$ cat src/rtl/din_debouncer.sv
// Debouncer for a raw asynchronous input: 2-flop synchronizer, stability counter
// and a 4-state qualify FSM producing a clean level plus one-cycle rise/fall strobes.
module din_debouncer #(
  parameter int unsigned STABLE_CYCLES = 4,
  parameter int unsigned CNT_WIDTH     = 8
) (
  input  logic clk,
  input  logic rst_n,
  input  logic din,
  output logic dout,
  output logic rise,
  output logic fall,
  output logic busy
);

  localparam logic [1:0] IDLE_LOW  = 2'd0;
  localparam logic [1:0] CHK_HIGH  = 2'd1;
  localparam logic [1:0] IDLE_HIGH = 2'd2;
  localparam logic [1:0] CHK_LOW   = 2'd3;

  localparam logic [CNT_WIDTH-1:0] CNT_LAST = CNT_WIDTH'(STABLE_CYCLES - 1);
  localparam logic [CNT_WIDTH-1:0] CNT_ONE  = CNT_WIDTH'(1);

  logic                 sync1;
  logic                 sync2;
  logic [1:0]           state;
  logic [1:0]           state_nxt;
  logic [CNT_WIDTH-1:0] cnt;
  logic [CNT_WIDTH-1:0] cnt_nxt;
  logic                 dout_nxt;
  logic                 rise_nxt;
  logic                 fall_nxt;
  logic                 busy_nxt;

  // Two-flop synchronizer; only sync2 is seen by the FSM.
  always_ff @(posedge clk or negedge rst_n) begin
    if (!rst_n) begin
      sync1 <= 1'b0;
      sync2 <= 1'b0;
    end else begin
      sync1 <= din;
      sync2 <= sync1;
    end
  end

  // State, counter and registered outputs.
  always_ff @(posedge clk or negedge rst_n) begin
    if (!rst_n) begin
      state <= IDLE_LOW;
      cnt   <= '0;
      dout  <= 1'b0;
      rise  <= 1'b0;
      fall  <= 1'b0;
      busy  <= 1'b0;
    end else begin
      state <= state_nxt;
      cnt   <= cnt_nxt;
      dout  <= dout_nxt;
      rise  <= rise_nxt;
      fall  <= fall_nxt;
      busy  <= busy_nxt;
    end
  end

  // Next-state and next-output logic; a bounce inside a CHK state restarts from zero.
  always_comb begin
    state_nxt = state;
    cnt_nxt   = '0;
    dout_nxt  = dout;
    rise_nxt  = 1'b0;
    fall_nxt  = 1'b0;
    case (state)
      IDLE_LOW: begin
        if (sync2) begin
          state_nxt = CHK_HIGH;
          cnt_nxt   = CNT_ONE;
        end
      end
      CHK_HIGH: begin
        if (!sync2) begin
          state_nxt = IDLE_LOW;
        end else if (cnt == CNT_LAST) begin
          state_nxt = IDLE_HIGH;
          dout_nxt  = 1'b1;
          rise_nxt  = 1'b1;
        end else begin
          cnt_nxt = cnt + CNT_ONE;
        end
      end
      IDLE_HIGH: begin
        if (!sync2) begin
          state_nxt = CHK_LOW;
          cnt_nxt   = CNT_ONE;
        end
      end
      CHK_LOW: begin
        if (sync2) begin
          state_nxt = IDLE_HIGH;
        end else if (cnt == CNT_LAST) begin
          state_nxt = IDLE_LOW;
          dout_nxt  = 1'b0;
          fall_nxt  = 1'b1;
        end else begin
          cnt_nxt = cnt + CNT_ONE;
        end
      end
      default: begin
        state_nxt = IDLE_LOW;
        dout_nxt  = 1'b0;
      end
    endcase
    busy_nxt = (state_nxt == CHK_HIGH) || (state_nxt == CHK_LOW);
  end

endmodule

$ cat config.mk
export PLATFORM = sky130hd
export DESIGN_NAME = din_debouncer
export DESIGN_NICKNAME = d
export VERILOG_FILES = /design/src/rtl/din_debouncer.sv
export SDC_FILE = /design/constraint.sdc
export NUM_CORES = 1
export LEC_CHECK = 0
export BUFFER_PORTS_ARGS = -buffer_cell sky130_fd_sc_hd__buf_2
export CORE_UTILIZATION = 40
export DETAILED_ROUTE_END_ITERATION = 7
export GPL_ROUTABILITY_DRIVEN = 0
export GPL_TIMING_DRIVEN = 1
export PLACE_DENSITY = 0.71
export SLEW_MARGIN = 20
export SYNTH_ARGS = -nofsm -noshare
export SYNTH_HDL_FRONTEND = slang
export SYNTH_SLANG_ARGS = --single-unit
$ cat constraint.sdc
create_clock -name clk -period 1.75 [get_ports clk]
set_input_delay 0.175 -clock clk [delete_from_list [all_inputs] [get_ports clk]]
set_output_delay 0.175 -clock clk [all_outputs]
set_load 0.1 [all_outputs]
==> results by group <==
Status
  – Status: completed

Global routing
  – GRT Residual Overflow: 0
  – Largest net degree at the start of global routing: 17
  – Antenna violations before repair: 0
  – Vias in the first global route: 455
  – First-pass GRT wire length: 2021 µm
  – Global Route Usage Sum: 0.1516

STA
  – Crit share post-route: 0.9710
  – Final Hold Vio Count: 0
  – RSZ-0062 raised after global routing: false
  – Final slew viol count: 0
  – Clock skew: 3.762 ps
  – Hold_ws: 319.0 ps
  – Setup tns final: 0 ps
  – Max Clk Rate: 0.5885 GHz
  – Number of setup violations in the final report: 0
  – Final min period: 1699 ps
  – Least-Margin Pin Slew: 484.6 ps
  – Rel. slew slack: 0.6791

Synthesis
  – Mapped Cells: 57
  – Post-synth cell types: 22
  – Synth Area in XOR/XNOR: 0.05273
  – Mux contribution to synthesized area: 0
  – Yosys warns: 0
  – Post-Syn Nets: 61
  – Post-synthesis adder-cell area fraction: 0.01883
  – Yosys reg bits: 16
  – Synth Area in Compound Gates: 0.1073
  – Synthesized cell area: 664.4 µm²
  – Synth Area in Simple Gates: 0.2128
  – Register area share after synthesis: 0.6026
  – Combinational family with the most area after synthesis: simple AND/OR/NAND/NOR gates
  – Mapped Avg Cell Area: 11.66 µm²

Routing
  – Routed WL: 1175 µm
  – Met3 wire len: 43 µm
  – Met2 wire len: 572 µm
  – Routed WL per cell: 13.06 µm
  – Vias: 500
  – Antenna Nets Post-Route: 0
  – DRC Markers: 0
  – Drt pass-1 iters: 4
  – DR iter-0 viols: 9
  – M1 wire length: 544 µm
  – Max Used Layer: met4
  – Vias per cell: 5.556

Power
  – Pwr dens: 1270 nW/µm²
  – Sw Pwr: 0.0003772 W
  – Switching part of the total: 0.3703
  – Worst VDD drop: 714.7 µV
  – Register share of total power: 0.469
  – Pint: 0.0006416 W
  – Comb power frac: 0.350
  – LEAKAGE: 0.3644 nW
  – Clock power share: 0.181

Setup path
  – Worst path slowest cell: or4b_4
  – WS Path Type: register to register
  – CP Cell Sequence: ha_1, or4b_4, or2_4, a211o_1
  – CP Max Fanout: 5
  – Worst R2R Start: cnt[0]$_DFF_PN0_
  – Req. time, crit path: 1920 ps
  – Critical path startpoint category: register
  – Critical Path End Type: register
  – WP data arrival: 1870 ps
  – Crit. Startpoint: cnt[0]$_DFF_PN0_
  – Slowest stage delay, CP: 480 ps

Clock network
  – H-tree levels: 1
  – Clock slew at reported path FFs: 80 ps
  – Clk sinks: 16
  – Maximum clock path buffer count: 2
  – CTS tree: done
  – CTS root buffer: clkbuf_4
  – CTS Buf Count: 3
  – Clk_lat worst skew: 280 ps

Floorplan
  – IO Pins: 7
  – Die Height: 42.76 µm
  – Core Region: 1524 µm²
  – Die Footprint: 1828 µm²
  – Die X: 42.76 µm
  – # rows: 14
  – Initial Util: 0.4360

Flow run
  – Max capacitance violation total: 0

Cells and area
  – Area growth, synth to finish: 20.72%
  – Fin util: 0.5263
  – Fillers: 146
  – Commonest cells after routing, fill and taps aside: 16 x dfrtp_1, 6 x buf_2, 6 x buf_4
  – Leading cell type in the layout, fill and taps excluded: dfrtp_1
  – ANT cells: 0
  – Register area: 400.4 µm²
  – Proportion of layout cells with a drive suffix above 1: 0.2568
  – Final net count: 80
  – Area of the multi-input gates: 260.3 µm²

Placement
  – # port buffers: 6
  – Post-detail-place hpwl: 854.4 µm

Worst hold path
  – Worst hold path type: input port to asynchronous set/reset pin
==> per-layer routing <==
layer / vias up / GRT usage
met4: 0 / 0.07500
met1: 245 / 0.2083
met2: 10 / 0.2212
li1: 243 / -
met3: 2 / 0.03830
met5: - / 0
==> cell usage after synthesis <==
master	number	share of area
or4b_1	1	0.015
o21ai_0	5	0.038
xnor2_1	1	0.013
nor3b_1	1	0.011
inv_1	1	0.0056
o211ai_1	1	0.011
a21oi_1	3	0.023
and3_1	1	0.0094
or4b_4	1	0.021
or2_4	1	0.013
and2_2	2	0.023
a211o_1	1	0.013
nor4_1	1	0.0094
nor2_1	3	0.017
nand2_1	3	0.017
nand4_1	1	0.0094
ha_1	1	0.019
nand3_1	4	0.030
or3_1	4	0.038
a21boi_0	2	0.023
xor2_1	3	0.040
dfrtp_1	16	0.60
==> power groups by stage <==
stage	Clock [W]	Sequential (W)	Combinational (W)
global placement	0	0.000485	0.000333
global route	0.000214	0.000486	0.000388
floorplan	0	0.000586	0.000140
finish	0.000184	0.000478	0.000357
CTS	0.000192	0.000480	0.000340
detailed placement	0	0.000488	0.000337
==> cell type report <==
class | count | area share
flip-flops and latches | 16 | 0.4992
multi-input cells | 40 | 0.3245
repair buffers | 14 | 0.1186
clock buffers | 3 | 0.02808
well taps | 16 | 0.02496
inverters | 1 | 0.004680
==> critical path: cells and delay by family (launching register included) <==
family	cells	cell delay [ps]
and+or+nand+nor	2	770
DFF	1	370
AOI/OAI and AO/OA	1	280
adders and majority gates	1	170
==> state kept, by name, summed over array words and instances (netlist names) <==
signal / cells
state: 2
cnt: 8
dout: 1
sync2: 1
sync1: 1
rise: 1
fall: 1
busy: 1
==> per-stage QoR <==
| stage | total power [W] | cells | setup slack [ps] | area (µm²) |
|---|---|---|---|---|
| floorplan | 0.0007267 | 57 | 33.51 | 664.4 |
| global placement | 0.0008174 | 84 | 79.22 | 752.0 |
| detailed placement | 0.0008247 | 84 | 25.07 | 752.0 |
| CTS | 0.001013 | 89 | 18.24 | 794.5 |
| global route | 0.001088 | 90 | 1.018 | 802.0 |
| finish | 0.001019 | 90 | 50.73 | 802.0 |
==> kinds of logic (layout without fill, tap and decap cells) <==
kind of cell | Yosys count | count (layout)
DFF | 16 | 16
adders and majority gates | 1 | 1
xor gates and xnor gates | 4 | 4
buffers and inverters | 1 | 18
AOI/OAI and AO/OA | 12 | 12
and+or+nand+nor | 23 | 23
==> final timing paths <==
kind                                     to  slack [ps]  cells past startpoint
min                        cnt[6]$_DFF_PN0_         320                      2
max reg2reg                dout$_DFFE_PN0P_          50                      4
min in group clk            sync2$_DFF_PN0_         350                      0
max in group asynchronous  dout$_DFFE_PN0P_        1180                      2
min reg2reg                 sync2$_DFF_PN0_         350                      0
max                        dout$_DFFE_PN0P_          50                      4
==> repair_timing <==
item                                   CTS  global route
setup endpoints to repair                0             1
setup buffers                            0             1
hold buffers                             2             0
endpoints found under the hold margin   17             0
gates resized for setup                  0             0
Power figures use the tool's default switching activity.
